--- src/rtl/qspi_pkg.sv ---
// Shared definitions for the quad-SPI RAM responder: protocol states and command opcodes.
package qspi_pkg;

  typedef enum logic [2:0] {
    ST_IDLE,
    ST_CMD,
    ST_ADDR,
    ST_DUMMY,
    ST_READ,
    ST_WRITE,
    ST_IGNORE
  } qspi_state_e;

  localparam logic [7:0]  CMD_QREAD    = 8'hEB;
  localparam logic [7:0]  CMD_QWRITE   = 8'h38;
  localparam logic [3:0]  ADDR_LAST    = 4'd5;   // six address nibbles, counted 0..5

endpackage

--- src/rtl/qspi_ram_responder_if.sv ---
// Quad-SPI pins plus the byte-wide backing-store port of the responder.
interface qspi_ram_responder_if #(
  parameter int unsigned ADDR_BITS = 24
);

  logic                 spi_clk;
  logic                 spi_cs_n;
  logic [3:0]           spi_data_in;
  logic [3:0]           spi_data_out;
  logic [3:0]           spi_data_oe;
  logic [ADDR_BITS-1:0] mem_addr;
  logic                 mem_rd;
  logic [7:0]           mem_rdata;
  logic                 mem_wr;
  logic [7:0]           mem_wdata;

  modport slave (
    input  spi_clk, spi_cs_n, spi_data_in, mem_rdata,
    output spi_data_out, spi_data_oe, mem_addr, mem_rd, mem_wr, mem_wdata
  );

  modport master (
    output spi_clk, spi_cs_n, spi_data_in, mem_rdata,
    input  spi_data_out, spi_data_oe, mem_addr, mem_rd, mem_wr, mem_wdata
  );

endinterface

--- src/rtl/qspi_edge_detect.sv ---
// Registers the initiator's spi_clk and flags single-cycle rise/fall strobes.
module qspi_edge_detect (
  input  logic clk,
  input  logic rst,
  input  logic spi_clk_i,
  output logic rise_o,
  output logic fall_o
);

  logic spi_clk_q;

  always_ff @(posedge clk or posedge rst) begin
    if (rst) spi_clk_q <= 1'b0;
    else     spi_clk_q <= spi_clk_i;
  end

  assign rise_o = spi_clk_i & ~spi_clk_q;
  assign fall_o = ~spi_clk_i & spi_clk_q;

endmodule

--- src/rtl/qspi_ram_responder.sv ---
// Quad-SPI RAM slave: 0xEB quad read with dummy clocks and prefetch, 0x38 quad write.
module qspi_ram_responder
  import qspi_pkg::*;
#(
  parameter int unsigned ADDR_BITS    = 24,
  parameter int unsigned DUMMY_CYCLES = 6
) (
  input logic                 clk,
  input logic                 rst,
  qspi_ram_responder_if.slave bus
);

  logic rise, fall;

  qspi_edge_detect u_edge (
    .clk       (clk),
    .rst       (rst),
    .spi_clk_i (bus.spi_clk),
    .rise_o    (rise),
    .fall_o    (fall)
  );

  qspi_state_e          state_q, state_d;
  logic [3:0]           cnt_q, cnt_d;
  logic [3:0]           cmd_hi_q, cmd_hi_d;
  logic                 wr_mode_q, wr_mode_d;
  logic [19:0]          sh_q, sh_d;
  logic [ADDR_BITS-1:0] addr_q, addr_d;
  logic [3:0]           nib_q, nib_d;
  logic [7:0]           byte_q, byte_d;
  logic                 rd_pend_q, rd_pend_d;
  logic                 cs_n_q;
  logic [3:0]           out_q, out_d;
  logic                 oe_q, oe_d;
  logic                 rd_q, rd_d;
  logic                 wr_q, wr_d;
  logic [7:0]           wdata_q, wdata_d;

  always_comb begin
    state_d   = state_q;
    cnt_d     = cnt_q;
    cmd_hi_d  = cmd_hi_q;
    wr_mode_d = wr_mode_q;
    sh_d      = sh_q;
    addr_d    = addr_q;
    nib_d     = nib_q;
    byte_d    = byte_q;
    rd_pend_d = rd_q;
    out_d     = out_q;
    oe_d      = oe_q;
    rd_d      = 1'b0;
    wr_d      = 1'b0;
    wdata_d   = wdata_q;

    if (rd_pend_q) byte_d = bus.mem_rdata;
    // Post-write increment lands the cycle after mem_wr so the strobe sees the old address.
    if (wr_q) addr_d = addr_q + ADDR_BITS'(1);

    if (bus.spi_cs_n) begin
      state_d = ST_IDLE;
      oe_d    = 1'b0;
      out_d   = '0;
    end else begin
      unique case (state_q)
        ST_IDLE: begin
          if (cs_n_q) begin
            state_d = ST_CMD;
            cnt_d   = '0;
          end
        end
        ST_CMD: begin
          if (rise) begin
            cmd_hi_d = bus.spi_data_in;
            cnt_d    = cnt_q + 4'd1;
            if (cnt_q != 4'd0) begin
              cnt_d = '0;
              unique case ({cmd_hi_q, bus.spi_data_in})
                CMD_QREAD:  begin state_d = ST_ADDR; wr_mode_d = 1'b0; end
                CMD_QWRITE: begin state_d = ST_ADDR; wr_mode_d = 1'b1; end
                default:    state_d = ST_IGNORE;
              endcase
            end
          end
        end
        ST_ADDR: begin
          if (rise) begin
            sh_d  = {sh_q[15:0], bus.spi_data_in};
            cnt_d = cnt_q + 4'd1;
            if (cnt_q == ADDR_LAST) begin
              addr_d = ADDR_BITS'({sh_q, bus.spi_data_in});
              cnt_d  = '0;
              if (wr_mode_q) begin
                state_d = ST_WRITE;
              end else begin
                rd_d    = 1'b1;
                state_d = ST_DUMMY;
              end
            end
          end
        end
        ST_DUMMY: begin
          if (rise) begin
            cnt_d = cnt_q + 4'd1;
            if (cnt_q == 4'(DUMMY_CYCLES - 1)) begin
              cnt_d   = '0;
              state_d = ST_READ;
            end
          end
        end
        ST_READ: begin
          if (fall) begin
            cnt_d = {cnt_q[3:1], ~cnt_q[0]};
            if (!cnt_q[0]) begin
              // Low nibble is parked so the prefetch may overwrite byte_q meanwhile.
              out_d  = byte_q[7:4];
              nib_d  = byte_q[3:0];
              oe_d   = 1'b1;
              rd_d   = 1'b1;
              addr_d = addr_q + ADDR_BITS'(1);
            end else begin
              out_d = nib_q;
            end
          end
        end
        ST_WRITE: begin
          if (rise) begin
            cnt_d = {cnt_q[3:1], ~cnt_q[0]};
            if (!cnt_q[0]) begin
              nib_d = bus.spi_data_in;
            end else begin
              wr_d    = 1'b1;
              wdata_d = {nib_q, bus.spi_data_in};
            end
          end
        end
        ST_IGNORE: ;
        default: state_d = ST_IDLE;
      endcase
    end
  end

  always_ff @(posedge clk or posedge rst) begin
    if (rst) begin
      state_q   <= ST_IDLE;
      cnt_q     <= '0;
      cmd_hi_q  <= '0;
      wr_mode_q <= 1'b0;
      sh_q      <= '0;
      addr_q    <= '0;
      nib_q     <= '0;
      byte_q    <= '0;
      rd_pend_q <= 1'b0;
      cs_n_q    <= 1'b0;
      out_q     <= '0;
      oe_q      <= 1'b0;
      rd_q      <= 1'b0;
      wr_q      <= 1'b0;
      wdata_q   <= '0;
    end else begin
      state_q   <= state_d;
      cnt_q     <= cnt_d;
      cmd_hi_q  <= cmd_hi_d;
      wr_mode_q <= wr_mode_d;
      sh_q      <= sh_d;
      addr_q    <= addr_d;
      nib_q     <= nib_d;
      byte_q    <= byte_d;
      rd_pend_q <= rd_pend_d;
      cs_n_q    <= bus.spi_cs_n;
      out_q     <= out_d;
      oe_q      <= oe_d;
      rd_q      <= rd_d;
      wr_q      <= wr_d;
      wdata_q   <= wdata_d;
    end
  end

  assign bus.spi_data_out = out_q;
  assign bus.spi_data_oe  = {4{oe_q}};
  assign bus.mem_addr     = addr_q;
  assign bus.mem_rd       = rd_q;
  assign bus.mem_wr       = wr_q;
  assign bus.mem_wdata    = wdata_q;

endmodule

--- src/flat_wrapper.sv ---
// flat-port wrapper written by rule: the top's interface ports become plain ports
module qspi_ram_responder_flat import qspi_pkg::*;
#(
  parameter int unsigned ADDR_BITS    = 24,
  parameter int unsigned DUMMY_CYCLES = 6
)
  (clk, rst, bus_spi_clk, bus_spi_cs_n, bus_spi_data_in, bus_mem_rdata, bus_spi_data_out, bus_spi_data_oe, bus_mem_addr, bus_mem_rd, bus_mem_wr, bus_mem_wdata);
  qspi_ram_responder_if #(.ADDR_BITS(ADDR_BITS)) bus_i ();
  input logic clk;
  input logic rst;
  input wire logic [$bits(bus_i.spi_clk)-1:0] bus_spi_clk;
  input wire logic [$bits(bus_i.spi_cs_n)-1:0] bus_spi_cs_n;
  input wire logic [$bits(bus_i.spi_data_in)-1:0] bus_spi_data_in;
  input wire logic [$bits(bus_i.mem_rdata)-1:0] bus_mem_rdata;
  output wire logic [$bits(bus_i.spi_data_out)-1:0] bus_spi_data_out;
  output wire logic [$bits(bus_i.spi_data_oe)-1:0] bus_spi_data_oe;
  output wire logic [$bits(bus_i.mem_addr)-1:0] bus_mem_addr;
  output wire logic [$bits(bus_i.mem_rd)-1:0] bus_mem_rd;
  output wire logic [$bits(bus_i.mem_wr)-1:0] bus_mem_wr;
  output wire logic [$bits(bus_i.mem_wdata)-1:0] bus_mem_wdata;
  assign bus_i.spi_clk = bus_spi_clk;
  assign bus_i.spi_cs_n = bus_spi_cs_n;
  assign bus_i.spi_data_in = bus_spi_data_in;
  assign bus_i.mem_rdata = bus_mem_rdata;
  assign bus_spi_data_out = bus_i.spi_data_out;
  assign bus_spi_data_oe = bus_i.spi_data_oe;
  assign bus_mem_addr = bus_i.mem_addr;
  assign bus_mem_rd = bus_i.mem_rd;
  assign bus_mem_wr = bus_i.mem_wr;
  assign bus_mem_wdata = bus_i.mem_wdata;
  qspi_ram_responder #(.ADDR_BITS(ADDR_BITS), .DUMMY_CYCLES(DUMMY_CYCLES)) u_core (.clk(clk), .rst(rst), .bus(bus_i));
endmodule
--- config.mk ---
export PLATFORM = sky130hd
export DESIGN_NAME = qspi_ram_responder_flat
export DESIGN_NICKNAME = d
export VERILOG_FILES = /design/src/rtl/qspi_pkg.sv /design/src/rtl/qspi_ram_responder_if.sv /design/src/rtl/qspi_edge_detect.sv /design/src/rtl/qspi_ram_responder.sv /design/src/flat_wrapper.sv
export SDC_FILE = /design/constraint.sdc
export NUM_CORES = 1
export LEC_CHECK = 0
export BUFFER_PORTS_ARGS = -buffer_cell sky130_fd_sc_hd__clkbuf_2
export CAP_MARGIN = 15
export CORE_AREA = 2 2 107 134
export CTS_BUF_LIST = sky130_fd_sc_hd__clkbuf_8
export CTS_CLUSTER_DIAMETER = 200
export DETAILED_ROUTE_END_ITERATION = 8
export DIE_AREA = 0 0 109 136
export GPL_TIMING_DRIVEN = 1
export PLACE_DENSITY = 0.66
export SLEW_MARGIN = 10
export SYNTH_ARGS = -nofsm -noshare
export SYNTH_HDL_FRONTEND = slang
export SYNTH_HIERARCHICAL = 1
export SYNTH_SLANG_ARGS = --single-unit
--- constraint.sdc ---
create_clock -name clk -period 3.7 [get_ports clk]
set_input_delay 0.74 -clock clk [delete_from_list [all_inputs] [get_ports clk]]
set_output_delay 0.74 -clock clk [all_outputs]
set_load 0.01 [all_outputs]
# After elaboration in Yosys (flattened, before gate mapping)
# Index checks and enable logic that the tools add are counted.
dict set report classes {
  mux 51
  add_sub_neg 2
  n_eq_ne 25
  n_reduce_logical 21
  bitwise 8
}
# op n
set op_table {}
lappend op_table {{two-way mux 24 bit} 6}
lappend op_table {{two-way mux 4 bit} 13}
lappend op_table {{one-hot mux 24 bit (2 select lines)} 1}
lappend op_table {{two-way mux 3 bit} 10}
lappend op_table {{adder 24 x 1 -> 24 bit, second input constant} 1}
lappend op_table {{!= test 3 x 2 -> 1 bit, second input constant} 7}
lappend op_table {{one-hot mux 4 bit (5 select lines)} 1}
lappend op_table {{two-way mux 1 bit} 16}
lappend op_table {{one-hot mux 3 bit (5 select lines)} 1}
lappend op_table {{AND reduction 7 bit} 2}
lappend op_table {{!= test 2 x 1 -> 1 bit, second input constant} 6}
lappend op_table {{== test 3 bit, second input constant} 3}
lappend op_table {{AND reduction 3 bit} 3}
lappend op_table {{== test 8 x 6 -> 1 bit, second input constant} 1}
lappend op_table {{== test 8 bit, second input constant} 1}
lappend op_table {{one-hot mux 4 bit (2 select lines)} 1}
lappend op_table {{AND reduction 8 bit} 1}
lappend op_table {{nonzero test 2 bit} 4}
lappend op_table {{== test 3 x 2 -> 1 bit, second input constant} 2}
lappend op_table {{!= test 2 bit, second input constant} 3}
lappend op_table {{inverter 1 bit} 6}
lappend op_table {{AND reduction 6 bit} 1}
lappend op_table {{AND reduction 5 bit} 1}
lappend op_table {{nonzero test 5 bit} 1}
lappend op_table {{other kinds (12)} 15}
dict set report totals {
  word_cells 124
  reg_bits 86
  output_inout_bits 42
  input_bits 16
}

# Logic depth before layout (Yosys ltp)
# Gate-level depths: netlist of the first run.
dict set report logic_depth {
  ltp_word 7
  depth_mapped 9
  ltp_nobuf 8
}

# Hierarchy
# The synthesis of the first run kept the hierarchy.
# module area_each_um2 cells_each seq_area_each_um2 n_inst
set modules_own_cells {}
lappend modules_own_cells {qspi_ram_responder 4999.8 517 2127.0 1}
lappend modules_own_cells {qspi_edge_detect 43.8 4 25.0 1}

# Worst setup path before layout of the first run
# Ideal clock, no wire load.
dict set report synth_timing {
  path_kind {input -> register}
  from {input port bus_spi_clk}
  to {register u_core.nib_q[0]}
  n_path_buf 1
  setup_time_ns 0.131
  t_required_ns 3.569
  arrival_time_ns 2.120
  setup_slack_ns 1.450
  path_stages 7
  cell_sequence {nor2b_1 -> nand2_1 -> a21boi_1 -> or4_1 -> clkbuf_1 -> nand2_1 -> o21ai_1}
}
dict set report synth_between {
  elab_chain_cells 4
  word_cells_on_any_way 6
  cone_classes {2 x eq/ne; 3 x bitwise; 1 x reduce/logical}
}
# item line
set synth_lines {}
lappend synth_lines {{from (decl)} flat_wrapper.sv:11} ;# input wire logic [$bits(bus_i.spi_clk)-1:0] bus_spi_clk;
lappend synth_lines {{inverter 1 bit} qspi_edge_detect.sv:18} ;# assign fall_o = ~spi_clk_i & spi_clk_q;
lappend synth_lines {{bitwise AND 1 bit} qspi_edge_detect.sv:18}
lappend synth_lines {{!= test 2 x 1 -> 1 bit (no line)} --}
lappend synth_lines {{AND reduction 6 bit (no line) *} --}
lappend synth_lines {{to (signal assigned)} qspi_ram_responder.sv:166} ;# nib_q <= nib_d;
lappend synth_lines {{to (decl)} qspi_ram_responder.sv:29} ;# logic [3:0] nib_q, nib_d;
# Every way passes the cells marked *; elsewhere a longest branch is shown, timed or not.
# A chain may end at the register's enable or synchronous reset.

# Worst setup path in the final report of the first run
dict set report layout_timing {
  from {register u_core.state_q[1]}
  to {register u_core.addr_q[3] (netlist: u_core/bus.mem_addr[3])}
}
dict set report layout_between {
  elab_chain_cells 3
  word_cells_on_any_way 4
  cone_classes {2 x eq/ne; 2 x mux}
}
# item line
set layout_lines {}
lappend layout_lines {{from (decl)} qspi_ram_responder.sv:23} ;# qspi_state_e state_q, state_d;
lappend layout_lines {{from (signal assigned)} qspi_ram_responder.sv:160} ;# state_q <= state_d;
lappend layout_lines {{== test 3 bit or == test 3 x 2 -> 1 bit (tied branches)} qspi_ram_responder.sv:64} ;# unique case (state_q)
lappend layout_lines {{one-hot mux 24 bit (2 select lines) *} qspi_ram_responder.sv:64}
lappend layout_lines {{two-way mux 24 bit *} qspi_ram_responder.sv:59} ;# if (bus.spi_cs_n) begin
lappend layout_lines {{via u_core.addr_d[3]} qspi_ram_responder.sv:28} ;# logic [ADDR_BITS-1:0] addr_q, addr_d;
lappend layout_lines {{to (signal assigned)} qspi_ram_responder.sv:165} ;# addr_q <= addr_d;
lappend layout_lines {{to (decl)} qspi_ram_responder.sv:28}
# Mark *: on every way through the listed nets, which the timed path passes. The rest lies on a longest branch.

==> run_summary.xml, run 1 <==
<?xml version="1.0" encoding="UTF-8"?>
<metrics>
  <group name="status">
    <metric name="run_status" unit="">completed</metric>
  </group>
  <group name="route">
    <metric name="finalWirelength" unit="um">14000</metric>
    <metric name="route.antenna.remaining_nets" unit="">0</metric>
    <metric name="drt_iter0_drc" unit="">346</metric>
    <metric name="viasPerCell" unit="">5.86</metric>
    <metric name="route.vias.total" unit="">4368</metric>
    <metric name="remaining_drc_errors" unit="">0</metric>
    <metric name="wl_per_cell" unit="um">18.8</metric>
    <metric name="drtPass1Iterations" unit="">7</metric>
  </group>
  <group name="pwr">
    <metric name="power_frac_clock" unit="%">28.0</metric>
    <metric name="seqPwrFrac" unit="%">48.4</metric>
    <metric name="pd_cells" unit="nW/um^2">481</metric>
    <metric name="total_leakage_power" unit="nW">2.47</metric>
    <metric name="cell_internal_pwr" unit="mW">1.76</metric>
    <metric name="sw_frac_of_total" unit="%">35.4</metric>
    <metric name="total_power" unit="mW">2.73</metric>
    <metric name="vdd_ir_drop_max" unit="V">0.000265</metric>
    <metric name="combPwrFrac" unit="%">23.7</metric>
    <metric name="switchingPower" unit="mW">0.968</metric>
  </group>
  <group name="floorplan">
    <metric name="initial_utilization" unit="%">37.0</metric>
    <metric name="fp.coreArea" unit="sq um">13600</metric>
    <metric name="die_height" unit="um">136</metric>
    <metric name="chipWidth" unit="um">109</metric>
    <metric name="placement_rows" unit="">48</metric>
    <metric name="die_area" unit="sq um">14800</metric>
    <metric name="io-pin-count" unit="">58</metric>
  </group>
  <group name="worst_setup_path">
    <metric name="worst_setup_start_kind" unit="">flop</metric>
    <metric name="reg2reg_slack" unit="ns">1.16</metric>
    <metric name="cp_data_required_time" unit="ns">4.00</metric>
    <metric name="worst_setup_path_end_kind" unit="">flop</metric>
    <metric name="timing_worst_setup_path_type" unit="">flop to flop</metric>
    <metric name="path_max_fanout" unit="">20</metric>
    <metric name="worstPathArrival" unit="ns">2.84</metric>
  </group>
  <group name="clocking">
    <metric name="clock_sinks" unit="">86</metric>
    <metric name="clockBufferDepth" unit="">2</metric>
    <metric name="post_cts.resized_instances" unit="">0</metric>
    <metric name="clock_latency" unit="ns">0.36</metric>
    <metric name="path_clk_slew" unit="ns">0.09</metric>
    <metric name="root_buffer" unit="">clkbuf_8</metric>
    <metric name="cts.htree.levels" unit="">3</metric>
    <metric name="setup_bufs_post_cts" unit="">0</metric>
    <metric name="cts_tree" unit="">done</metric>
    <metric name="hold_buffers_post_cts" unit="">0</metric>
    <metric name="cts_buffers" unit="">9</metric>
  </group>
  <group name="global_routing">
    <metric name="overflow" unit="">0</metric>
    <metric name="vias_in_the_first_global_route" unit="">4384</metric>
    <metric name="antenna_found_initial" unit="">0</metric>
    <metric name="grt_max_degree" unit="">55</metric>
    <metric name="global_route.usage.total" unit="%">19.9</metric>
    <metric name="global_route_wire_length_before_repair" unit="um">22900</metric>
  </group>
  <group name="sta">
    <metric name="setup_violations" unit="">0</metric>
    <metric name="finalHoldViolations" unit="">0</metric>
    <metric name="worst_slew_pin_slew" unit="ns">1.05</metric>
    <metric name="setup_tns" unit="ns">0</metric>
    <metric name="timing.slew.headroom" unit="%">29.3</metric>
    <metric name="grt_setup_unrepaired" unit="">false</metric>
    <metric name="timing.fmax" unit="MHz">394</metric>
    <metric name="worst_skew" unit="ns">0.0106</metric>
    <metric name="min_period_over_period" unit="%">68.5</metric>
    <metric name="min_period" unit="ns">2.54</metric>
    <metric name="whs" unit="ns">0.207</metric>
    <metric name="timing_max_transition_violations_final" unit="">0</metric>
  </group>
  <group name="place">
    <metric name="count_of_placed_standard_cells_including_taps" unit="">729</metric>
    <metric name="numPortBuffers" unit="">57</metric>
    <metric name="finalWeightedCongestion" unit="">0.909</metric>
    <metric name="place_hpwl" unit="um">9930</metric>
  </group>
  <group name="final_layout">
    <metric name="layout_commonest_cell" unit="">dfrtp_1</metric>
    <metric name="final_nets" unit="">585</metric>
    <metric name="final_cell_count_no_fill" unit="">745</metric>
    <metric name="final_layout_size_suffix_gt1_share" unit="%">25.6</metric>
    <metric name="area_growth" unit="%">12.5</metric>
    <metric name="multiInputGateArea" unit="sq um">2660</metric>
    <metric name="num_antenna_cells" unit="">0</metric>
    <metric name="most_frequent_cells_in_the_layout" unit="">dfrtp_1 (86), clkbuf_2 (57), nand2_1 (46)</metric>
    <metric name="fillers" unit="">1300</metric>
    <metric name="register_area" unit="sq um">2150</metric>
  </group>
  <group name="synth">
    <metric name="muxShareOfSynthArea" unit="%">11.1</metric>
    <metric name="synth.avg_cell_area" unit="sq um">9.68</metric>
    <metric name="area_share_of_and_or_nand_nor_cells_after_synthesis" unit="%">19.1</metric>
    <metric name="synth.cell_area" unit="sq um">5040</metric>
    <metric name="yosys_warnings" unit="">6</metric>
    <metric name="post_synth_xor_area_fraction" unit="%">4.17</metric>
    <metric name="yosys_most_used_dff" unit="">dfrtp_1</metric>
    <metric name="synth_enable_flop_cells" unit="">0</metric>
    <metric name="yosys.area_share.adder" unit="%">0.992</metric>
    <metric name="sequential_area_share_after_synthesis" unit="%">42.7</metric>
    <metric name="async_flop_share" unit="%">100</metric>
    <metric name="synth_cells" unit="">521</metric>
    <metric name="post_synth_num_cell_types" unit="">63</metric>
    <metric name="synthesized_netlist_net_count" unit="">541</metric>
    <metric name="synth_compound_gate_area_share" unit="%">17.3</metric>
    <metric name="synth_top_family_by_area" unit="">simple AND/OR/NAND/NOR gates</metric>
    <metric name="ff_latch_count_synth" unit="">86</metric>
  </group>
  <group name="worst_hold_path">
    <metric name="min-delay-path-class" unit="">input port to async pin</metric>
  </group>
  <group name="job">
    <metric name="cap_violations" unit="">0</metric>
  </group>
</metrics>
logic make-up (layout without fill, tap and decap cells):
family | Yosys count | count (layout)
AO/OA/AOI/OAI | 134 | 134
XOR/XNOR | 24 | 24
adder cells (fa/ha/maj) | 4 | 4
flip-flops | 86 | 86
multiplexers | 51 | 51
AND/OR/NAND/NOR | 175 | 175
buffers and inverters | 47 | 96
registers in the layout, summed over array words and instances, names as in the netlist:
name                     count
u_core/u_edge/spi_clk_q      1
u_core/wr_mode_q             1
u_core/state_q               3
u_core/bus.mem_addr         24
u_core/cmd_hi_q              4
u_core/nib_q                 4
u_core/cs_n_q                1
u_core/sh_q                 20
u_core/cnt_q                 4
u_core/bus.mem_rd            1
u_core/bus.spi_data_out      4
u_core/bus.mem_wr            1
u_core/oe_q                  1
u_core/rd_pend_q             1
u_core/byte_q                8
u_core/bus.mem_wdata         8
power by group through the flow:
stage	clock (mW)	combinational [mW]	sequential (mW)
after global routing	0.821	0.720	1.35
after global placement	0	0.628	1.33
after detailed placement	0	0.639	1.34
after CTS	0.782	0.643	1.32
final	0.763	0.646	1.32
after floorplan	0	0.517	1.24
synthesized netlist by cell type, drive strengths merged, types with 11 or more instances:
| master | n | area [sq um] |
|---|---|---|
| a21oi | 27 | 135 |
| buf | 23 | 145 |
| clkbuf | 12 | 45.0 |
| dfrtp | 86 | 2150 |
| inv | 12 | 45.0 |
| mux2 | 41 | 462 |
| nand2 | 48 | 185 |
| nand2b | 12 | 75.1 |
| nand3 | 19 | 100 |
| nand4 | 12 | 96.3 |
| nor2 | 41 | 164 |
| nor3 | 11 | 81.3 |
| o21ai | 39 | 195 |
| xor2 | 15 | 131 |
critical path: stages (launching register included):
cell and delay, ns:
dfrtp_1 0.76, nor2b_2 0.13, o21ai_1 0.85, a22oi_1 0.31, nor3b_1 0.27, a221o_1 0.14
final timing paths:
check | start | endpoint | cells after the start
setup / recovery | u_core/state_q[1]$_DFFE_PP0P_ | u_core/bus.mem_addr[3]$_DFF_PP0_ | 5
setup reg to reg | u_core/state_q[1]$_DFFE_PP0P_ | u_core/bus.mem_addr[3]$_DFF_PP0_ | 5
min in group clk | u_core/bus.mem_rd$_DFF_PP0_ | u_core/rd_pend_q$_DFF_PP0_ | 0
hold reg to reg | u_core/bus.mem_rd$_DFF_PP0_ | u_core/rd_pend_q$_DFF_PP0_ | 0
hold / removal | rst | u_core/u_edge/spi_clk_q$_DFF_PP0_ | 2
max in group asynchronous | rst | u_core/wr_mode_q$_DFFE_PP0P_ | 3
layout make-up:
class	count	share of cell area, %
Inverter	12	0.816
Sequential cell	86	37.9
Timing Repair Buffer	68	6.48
Clock buffer	10	2.43
Tap cell	175	3.86
Multi-Input combinational cell	388	46.8
Clock inverter	6	1.65
layer usage:
| metal | part of all wire (%) | routed length (um) | track usage (%) |
|---|---|---|---|
| met5 | 0 | 0 | 0 |
| met4 | 4.5 | 627 | 10.3 |
| met3 | 8.1 | 1130 | 3.64 |
| met2 | 48 | 6720 | 31.9 |
| met1 | 39 | 5490 | 25.4 |
metrics by stage:
stage | util [%] | instance area, sq um | worst slack, ns
3_3_place_gp | 39.9 | 5440 | 1.03
2_1_floorplan | - | 5040 | 0.767
6_report | 41.6 | 5670 | 1.16
3_5_place_dp | 39.9 | 5440 | 1.06
5_1_grt | 41.6 | 5670 | 1.11
4_1_cts | 41.6 | 5670 | 1.26
No activity file was read; power rests on OpenSTA's default activity.
==> run 2: changes to the inputs <==
--- a/config.mk
+++ b/config.mk
@@ -5,15 +5,16 @@
 export SDC_FILE = /design/constraint.sdc
 export NUM_CORES = 1
 export LEC_CHECK = 0
+export ABC_AREA = 1
 export BUFFER_PORTS_ARGS = -buffer_cell sky130_fd_sc_hd__clkbuf_2
 export CAP_MARGIN = 15
-export CORE_AREA = 2 2 107 134
+export CORE_AREA = 2 2 110 138
 export CTS_BUF_LIST = sky130_fd_sc_hd__clkbuf_8
 export CTS_CLUSTER_DIAMETER = 200
 export DETAILED_ROUTE_END_ITERATION = 8
-export DIE_AREA = 0 0 109 136
+export DIE_AREA = 0 0 112 140
 export GPL_TIMING_DRIVEN = 1
-export PLACE_DENSITY = 0.66
+export PLACE_DENSITY = 0.68
 export SLEW_MARGIN = 10
 export SYNTH_ARGS = -nofsm -noshare
 export SYNTH_HDL_FRONTEND = slang
==> constraint.sdc (replaced) <==
create_clock -name clk -period 2.3 [get_ports clk]
set_input_delay 0.46 -clock clk [delete_from_list [all_inputs] [get_ports clk]]
set_output_delay 0.46 -clock clk [all_outputs]
set_load 0.01 [all_outputs]
==> run 2 against run 1 <==
First-iteration DRC count down 2.0%. Critical path depth grew 7. Global-route usage is 0.15 points lower. Routed wire length is 7.9% higher. Final cell count grew 38%. Worst setup slack got worse by 0.88 ns.
==> run_summary.xml, run 2 <==
<?xml version="1.0" encoding="UTF-8"?>
<metrics>
  <group name="clocking">
    <metric name="path_clk_slew" unit="ns">0.10</metric>
    <metric name="hold_buffers_post_cts" unit="">1</metric>
    <metric name="cts.htree.levels" unit="">3</metric>
    <metric name="root_buffer" unit="">clkbuf_8</metric>
    <metric name="cts_tree" unit="">done</metric>
    <metric name="cts_buffers" unit="">9</metric>
    <metric name="setup_bufs_post_cts" unit="">0</metric>
    <metric name="clockBufferDepth" unit="">2</metric>
    <metric name="clock_sinks" unit="">86</metric>
    <metric name="post_cts.resized_instances" unit="">0</metric>
    <metric name="clock_latency" unit="ns">0.39</metric>
  </group>
  <group name="synth">
    <metric name="synth_commonest_cells" unit="">nand2_1 (261), inv_1 (93), nand3_1 (90)</metric>
    <metric name="synth_top_family_by_area" unit="">simple AND/OR/NAND/NOR gates</metric>
    <metric name="synth.cell_area" unit="sq um">5370</metric>
    <metric name="yosys.area_share.adder" unit="%">0.932</metric>
    <metric name="ff_latch_count_synth" unit="">86</metric>
    <metric name="synthesized_netlist_net_count" unit="">811</metric>
    <metric name="async_flop_share" unit="%">100</metric>
    <metric name="synth_compound_gate_area_share" unit="%">13.1</metric>
    <metric name="synth_top_area_cell" unit="">dfrtp_1</metric>
    <metric name="yosys_warnings" unit="">6</metric>
    <metric name="synthMostInstantiatedCell" unit="">nand2_1</metric>
    <metric name="area_share_of_and_or_nand_nor_cells_after_synthesis" unit="%">34.1</metric>
    <metric name="post_synth_xor_area_fraction" unit="%">0.816</metric>
    <metric name="yosys_most_used_dff" unit="">dfrtp_1</metric>
    <metric name="synth_enable_flop_cells" unit="">0</metric>
    <metric name="synthTopCellsByArea" unit="">dfrtp_1 (40%), nand2_1 (18%), nand3_1 (8.4%)</metric>
    <metric name="post_synth_num_cell_types" unit="">39</metric>
    <metric name="synth.avg_cell_area" unit="sq um">6.79</metric>
    <metric name="muxShareOfSynthArea" unit="%">0.839</metric>
    <metric name="synth_top_area_share" unit="%">40.1</metric>
    <metric name="sequential_area_share_after_synthesis" unit="%">40.1</metric>
    <metric name="synth_cells" unit="">791</metric>
  </group>
  <group name="status">
    <metric name="run_status" unit="">completed</metric>
  </group>
  <group name="floorplan">
    <metric name="fp.coreArea" unit="sq um">14300</metric>
    <metric name="die_height" unit="um">140</metric>
    <metric name="placement_rows" unit="">49</metric>
    <metric name="chipWidth" unit="um">112</metric>
    <metric name="die_area" unit="sq um">15700</metric>
    <metric name="initial_utilization" unit="%">37.4</metric>
    <metric name="io-pin-count" unit="">58</metric>
  </group>
  <group name="job">
    <metric name="cap_violations" unit="">0</metric>
  </group>
  <group name="final_layout">
    <metric name="fillers" unit="">1554</metric>
    <metric name="num_antenna_cells" unit="">0</metric>
    <metric name="register_area" unit="sq um">2150</metric>
    <metric name="multiInputGateArea" unit="sq um">2680</metric>
    <metric name="final_layout_size_suffix_gt1_share" unit="%">13.4</metric>
    <metric name="area_growth" unit="%">12.8</metric>
    <metric name="layout_commonest_cell" unit="">nand2_1</metric>
    <metric name="final_nets" unit="">865</metric>
    <metric name="largest_register_ff_count" unit="">24</metric>
    <metric name="most_frequent_cells_in_the_layout" unit="">nand2_1 (261), inv_1 (92), nand3_1 (90)</metric>
  </group>
  <group name="route">
    <metric name="drtPass1Iterations" unit="">5</metric>
    <metric name="drt_iter0_drc" unit="">339</metric>
    <metric name="finalWirelength" unit="um">15100</metric>
    <metric name="remaining_drc_errors" unit="">0</metric>
    <metric name="viasPerCell" unit="">5.17</metric>
    <metric name="route.vias.total" unit="">5315</metric>
    <metric name="wl_per_cell" unit="um">14.7</metric>
    <metric name="route.antenna.remaining_nets" unit="">0</metric>
  </group>
  <group name="sta">
    <metric name="setup_tns" unit="ns">0</metric>
    <metric name="worst_skew" unit="ns">0.0171</metric>
    <metric name="min_period_over_period" unit="%">87.7</metric>
    <metric name="worst_slew_pin_slew" unit="ns">0.643</metric>
    <metric name="setup_violations" unit="">0</metric>
    <metric name="min_period" unit="ns">2.02</metric>
    <metric name="timing_max_transition_violations_final" unit="">0</metric>
    <metric name="grt_setup_unrepaired" unit="">false</metric>
    <metric name="finalHoldViolations" unit="">0</metric>
    <metric name="timing.slew.headroom" unit="%">56.9</metric>
    <metric name="whs" unit="ns">0.216</metric>
    <metric name="timing.fmax" unit="MHz">496</metric>
  </group>
  <group name="worst_setup_path">
    <metric name="worstPathArrival" unit="ns">2.30</metric>
    <metric name="regToRegEndpoint" unit="">u_core/bus.mem_addr[10]$_DFF_PP0_</metric>
    <metric name="rr_worst_depth" unit="">12</metric>
    <metric name="worst_setup_path_end_kind" unit="">flop</metric>
    <metric name="path_max_fanout" unit="">7</metric>
    <metric name="worstSetupStartpoint" unit="">u_core/bus.mem_addr[1]$_DFF_PP0_</metric>
    <metric name="worst_setup_start_kind" unit="">flop</metric>
    <metric name="reg2reg_slack" unit="ns">0.28</metric>
    <metric name="critical_path.endpoint" unit="">u_core/bus.mem_addr[10]$_DFF_PP0_</metric>
    <metric name="crit-reg2reg-launch" unit="">u_core/bus.mem_addr[1]$_DFF_PP0_</metric>
    <metric name="cp_data_required_time" unit="ns">2.59</metric>
    <metric name="timing_worst_setup_path_type" unit="">flop to flop</metric>
  </group>
  <group name="global_routing">
    <metric name="global_route_wire_length_before_repair" unit="um">24800</metric>
    <metric name="overflow" unit="">0</metric>
    <metric name="antenna_found_initial" unit="">0</metric>
    <metric name="vias_in_the_first_global_route" unit="">5096</metric>
    <metric name="grt_max_degree" unit="">86</metric>
    <metric name="global_route.usage.total" unit="%">19.7</metric>
  </group>
  <group name="pwr">
    <metric name="total_leakage_power" unit="nW">3.07</metric>
    <metric name="power_frac_clock" unit="%">17.9</metric>
    <metric name="seqPwrFrac" unit="%">41.2</metric>
    <metric name="sw_frac_of_total" unit="%">44.7</metric>
    <metric name="cell_internal_pwr" unit="mW">3.23</metric>
    <metric name="switchingPower" unit="mW">2.61</metric>
    <metric name="vdd_ir_drop_max" unit="V">0.000568</metric>
    <metric name="pd_cells" unit="nW/um^2">963</metric>
    <metric name="combPwrFrac" unit="%">40.9</metric>
  </group>
  <group name="place">
    <metric name="place_hpwl" unit="um">10900</metric>
    <metric name="numPortBuffers" unit="">57</metric>
    <metric name="finalWeightedCongestion" unit="">0.888</metric>
  </group>
  <group name="worst_hold_path">
    <metric name="min-delay-path-class" unit="">input port to flop</metric>
  </group>
</metrics>
run 2: cell count changes after synthesis, sizes merged, moves of 7 or more:
| cell | delta |
|---|---|
| inv | +87 |
| mux2 | -37 |
| mux2i | -10 |
| nand2 | +214 |
| nand2b | -12 |
| nand3 | +75 |
| nor2 | +10 |
| o21ai | +37 |
| o221ai | -7 |
| xnor2 | -8 |
| xor2 | -11 |
run 2: cell families (layout without fill, tap and decap cells):
family,Yosys count,in the layout
and+or+nand+nor,429,429
buffers and inverters,134,193
AOI/OAI and AO/OA,129,129
DFF,86,86
xor gates and xnor gates,5,5
adders and majority gates,4,4
muxes,4,4
run 2: cell type report:
type                       count  share of cell area (%)
multi-input combinational    571                    44.2
sequential                    86                    35.5
timing repair buffer          75                    7.19
inverter                     102                    6.38
tap                          178                    3.68
clock buffer                   9                    2.05
clock inverter                 7                   0.992
run 2: how the worst min path moves through the flow:
stage / cells past startpoint / start / to / slack [ns]
CTS: 1 / bus_spi_clk / u_core/u_edge/spi_clk_q$_DFF_PP0_ / 0.20
global placement: 2 / rst / u_core/u_edge/spi_clk_q$_DFF_PP0_ / 0.32
finish: 1 / bus_spi_clk / u_core/u_edge/spi_clk_q$_DFF_PP0_ / 0.22
floorplan: 1 / rst / u_core/u_edge/spi_clk_q$_DFF_PP0_ / 0.19
global route: 1 / bus_spi_clk / u_core/u_edge/spi_clk_q$_DFF_PP0_ / 0.21
detailed placement: 2 / rst / u_core/u_edge/spi_clk_q$_DFF_PP0_ / 0.32
run 2: power groups by stage:
stage / logic, mW / clock network (mW) / registers [mW]
2_1_floorplan: 1.65 / 0 / 2.38
4_1_cts: 2.39 / 1.08 / 2.41
6_report: 2.39 / 1.04 / 2.40
3_3_place_gp: 2.34 / 0 / 2.43
3_5_place_dp: 2.37 / 0 / 2.43
5_1_grt: 2.75 / 1.14 / 2.47
run 2: layer usage:
layer	GRT usage, %	share of wire (%)
met1	24.2	41
met2	31.7	46
met3	3.50	6.7
met4	13.2	5.5
met5	0	0
run 2: metrics by stage:
step / setup WS (ns) / cells / total power, mW / util [%] / area (sq um)
CTS: 0.318 / 1028 / 5.87 / 42.2 / 6060
detailed placement: 0.327 / 1011 / 4.81 / 40.9 / 5860
global route: 0.118 / 1028 / 6.36 / 42.2 / 6060
floorplan: 0.593 / 791 / 4.03 / - / 5370
global placement: 0.330 / 1011 / 4.78 / 40.9 / 5860
finish: 0.283 / 1028 / 5.83 / 42.2 / 6060
run 2: critical path, cell delays in order, from the launching register on:
cell      delay, ns
dfrtp_1        0.51
ha_1           0.30
nand3_2        0.18
nor2_4         0.27
nand3b_1       0.14
nand2_1        0.09
nand2_1        0.08
nand2_1        0.08
nand2_1        0.05
nand2_1        0.05
nand3_1        0.07
nand2_1        0.06
nand2_1        0.05
==> run 3: changes to the inputs <==
--- a/config.mk
+++ b/config.mk
@@ -5,14 +5,13 @@
 export SDC_FILE = /design/constraint.sdc
 export NUM_CORES = 1
 export LEC_CHECK = 0
-export ABC_AREA = 1
 export BUFFER_PORTS_ARGS = -buffer_cell sky130_fd_sc_hd__clkbuf_2
 export CAP_MARGIN = 15
-export CORE_AREA = 2 2 110 138
+export CORE_AREA = 2 2 107 134
 export CTS_BUF_LIST = sky130_fd_sc_hd__clkbuf_8
 export CTS_CLUSTER_DIAMETER = 200
 export DETAILED_ROUTE_END_ITERATION = 8
-export DIE_AREA = 0 0 112 140
+export DIE_AREA = 0 0 109 136
 export GPL_TIMING_DRIVEN = 1
 export PLACE_DENSITY = 0.68
 export SLEW_MARGIN = 10
==> run 3 against run 2 <==
Via count is 17% lower. Die area is 5.5% lower. Utilization is 1.0 points higher. Hold slack better by 0.034 ns. Critical endpoint is now u_core/bus.mem_addr[21]$_DFF_PP0_. Largest cell class unchanged. Largest power group unchanged.
==> run_summary.xml, run 3 (same netlist as run 1, synthesis figures left out) <==
<?xml version="1.0" encoding="UTF-8"?>
<metrics>
  <group name="final_layout">
    <metric name="num_antenna_cells" unit="">0</metric>
    <metric name="fillers" unit="">1320</metric>
    <metric name="most_frequent_cells_in_the_layout" unit="">dfrtp_1 (86), clkbuf_2 (57), nand2_1 (46)</metric>
    <metric name="final_layout_size_suffix_gt1_share" unit="%">28.5</metric>
    <metric name="final_nets" unit="">612</metric>
    <metric name="register_area" unit="sq um">2150</metric>
    <metric name="area_growth" unit="%">16.9</metric>
    <metric name="largest_register_ff_count" unit="">24</metric>
    <metric name="multiInputGateArea" unit="sq um">2660</metric>
    <metric name="layout_commonest_cell" unit="">dfrtp_1</metric>
  </group>
  <group name="worst_setup_path">
    <metric name="regToRegEndpoint" unit="">u_core/bus.mem_addr[21]$_DFF_PP0_</metric>
    <metric name="timing_worst_setup_path_type" unit="">flop to flop</metric>
    <metric name="worst_setup_start_kind" unit="">flop</metric>
    <metric name="rr_worst_depth" unit="">7</metric>
    <metric name="reg2reg_slack" unit="ns">0.14</metric>
    <metric name="path_max_fanout" unit="">10</metric>
    <metric name="worst_setup_path_end_kind" unit="">flop</metric>
    <metric name="cp_data_required_time" unit="ns">2.55</metric>
    <metric name="crit-reg2reg-launch" unit="">u_core/cnt_q[0]$_DFFE_PP0P_</metric>
    <metric name="worstPathArrival" unit="ns">2.41</metric>
  </group>
  <group name="global_routing">
    <metric name="overflow" unit="">0</metric>
    <metric name="vias_in_the_first_global_route" unit="">4467</metric>
    <metric name="global_route.usage.total" unit="%">20.7</metric>
    <metric name="global_route_wire_length_before_repair" unit="um">23600</metric>
    <metric name="grt_max_degree" unit="">40</metric>
    <metric name="antenna_found_initial" unit="">0</metric>
  </group>
  <group name="floorplan">
    <metric name="chipWidth" unit="um">109</metric>
    <metric name="placement_rows" unit="">48</metric>
    <metric name="die_height" unit="um">136</metric>
    <metric name="die_area" unit="sq um">14800</metric>
    <metric name="io-pin-count" unit="">58</metric>
    <metric name="initial_utilization" unit="%">37.0</metric>
    <metric name="fp.coreArea" unit="sq um">13600</metric>
  </group>
  <group name="route">
    <metric name="finalWirelength" unit="um">14700</metric>
    <metric name="route.antenna.remaining_nets" unit="">0</metric>
    <metric name="remaining_drc_errors" unit="">0</metric>
    <metric name="drtPass1Iterations" unit="">5</metric>
    <metric name="viasPerCell" unit="">5.75</metric>
    <metric name="wl_per_cell" unit="um">19.0</metric>
    <metric name="route.vias.total" unit="">4436</metric>
    <metric name="drt_iter0_drc" unit="">386</metric>
  </group>
  <group name="clocking">
    <metric name="clock_sinks" unit="">86</metric>
    <metric name="clockBufferDepth" unit="">2</metric>
    <metric name="root_buffer" unit="">clkbuf_8</metric>
    <metric name="clock_latency" unit="ns">0.36</metric>
    <metric name="cts.htree.levels" unit="">3</metric>
    <metric name="path_clk_slew" unit="ns">0.09</metric>
    <metric name="cts_buffers" unit="">9</metric>
    <metric name="setup_bufs_post_cts" unit="">0</metric>
    <metric name="cts_tree" unit="">done</metric>
  </group>
  <group name="worst_hold_path">
    <metric name="hold-path-cell-count" unit="">1</metric>
    <metric name="hold_path_end" unit="">u_core/u_edge/spi_clk_q$_DFF_PP0_</metric>
    <metric name="hp-start" unit="">bus_spi_clk</metric>
    <metric name="min-delay-path-class" unit="">input port to flop</metric>
  </group>
  <group name="place">
    <metric name="place_worst_setup_slack" unit="ns">0.142</metric>
    <metric name="finalWeightedCongestion" unit="">1.00</metric>
    <metric name="numPortBuffers" unit="">57</metric>
    <metric name="place_hpwl" unit="um">10900</metric>
  </group>
  <group name="pwr">
    <metric name="total_power" unit="mW">4.41</metric>
    <metric name="pd_cells" unit="nW/um^2">749</metric>
    <metric name="vdd_ir_drop_max" unit="V">0.000373</metric>
    <metric name="total_leakage_power" unit="nW">2.61</metric>
  </group>
  <group name="sta">
    <metric name="setup_tns" unit="ns">0</metric>
    <metric name="worst_skew" unit="ns">0.00697</metric>
    <metric name="worst_slew_pin_slew" unit="ns">0.610</metric>
    <metric name="setup_violations" unit="">0</metric>
    <metric name="timing.slew.headroom" unit="%">59.0</metric>
    <metric name="min_period" unit="ns">2.16</metric>
    <metric name="finalHoldViolations" unit="">0</metric>
    <metric name="whs" unit="ns">0.250</metric>
    <metric name="timing.fmax" unit="MHz">463</metric>
    <metric name="layout_setup_ws" unit="ns">0.140</metric>
    <metric name="timing_max_transition_violations_final" unit="">0</metric>
    <metric name="grt_setup_unrepaired" unit="">false</metric>
    <metric name="min_period_over_period" unit="%">93.9</metric>
  </group>
  <group name="status">
    <metric name="run_status" unit="">completed</metric>
  </group>
  <group name="job">
    <metric name="cap_violations" unit="">0</metric>
  </group>
</metrics>
-- run 3: cell types whose count changed in the layout (fill, tap and decap cells not counted), moves of 11 or more --
| cell | previous run | this run |
|---|---|---|
| inv_1 | 92 | 13 |
| o21ai_0 | 54 | 29 |
| o21ai_1 | 22 | 10 |
| xor2_1 | 4 | 15 |
| mux2_2 | 4 | 41 |
| buf_4 | 16 | 34 |
| nand2b_1 | 0 | 12 |
| nand2_1 | 261 | 46 |
| nand3_1 | 90 | 18 |
-- run 3: repair_timing --
item                                    CTS  global route
gates resized for setup                   0             1
endpoints found under the hold margin     1             0
endpoints found under the setup margin    0             1
hold buffers                              1             0
-- run 3: area by class of cell --
| class | instances | area share [%] |
|---|---|---|
| Clock inverter | 6 | 1.36 |
| Timing Repair Buffer | 95 | 10.4 |
| Sequential cell | 86 | 36.5 |
| Multi-Input combinational cell | 388 | 45.1 |
| Tap cell | 175 | 3.71 |
| Clock buffer | 9 | 2.10 |
| Inverter | 12 | 0.828 |
-- run 3: worst max-delay path by stage --
stage	slack (ns)	cells after the start	from	to
3_5_place_dp	0.14	8	bus_spi_clk	u_core/bus.mem_addr[21]$_DFF_PP0_
6_report	0.14	7	u_core/cnt_q[0]$_DFFE_PP0P_	u_core/bus.mem_addr[21]$_DFF_PP0_
2_1_floorplan	0.33	7	bus_spi_clk	u_core/nib_q[0]$_DFFE_PP0P_
3_3_place_gp	0.22	9	bus_spi_clk	u_core/bus.mem_addr[18]$_DFF_PP0_
4_1_cts	0.17	7	u_core/cnt_q[0]$_DFFE_PP0P_	u_core/bus.mem_addr[21]$_DFF_PP0_
5_1_grt	0.02	7	u_core/cnt_q[0]$_DFFE_PP0P_	u_core/bus.mem_addr[21]$_DFF_PP0_
-- run 3: per-layer routing --
metal,GRT usage [%],up-vias,part of all wire (%)
met5,0,-,0
met4,10.6,0,3.6
met3,3.69,40,6.9
met2,34.5,195,49
met1,25.5,2163,40
li1,-,2038,-
-- run 3: worst max-delay path, stage by stage (launching register included) --
cell      delay (ns)
dfrtp_1         0.55
ha_1            0.25
nand4b_1        0.25
o21ai_1         0.20
a21oi_1         0.10
o31ai_2         0.22
o31ai_1         0.10
a221o_1         0.37
-- run 3: metrics by stage --
stage	area, sq um	cells	utilization, %
after floorplan	5050	521	-
after global placement	5680	755	41.6
after detailed placement	5680	755	41.6
after CTS	5890	771	43.2
after global routing	5890	771	43.2
final	5890	771	43.2
-- run 3: power breakdown --
part | switching (mW) | internal [mW]
Clock | 0.541 | 0.596
Sequential | 0.332 | 1.72
Combinational | 0.676 | 0.549
Total | 1.55 | 2.86
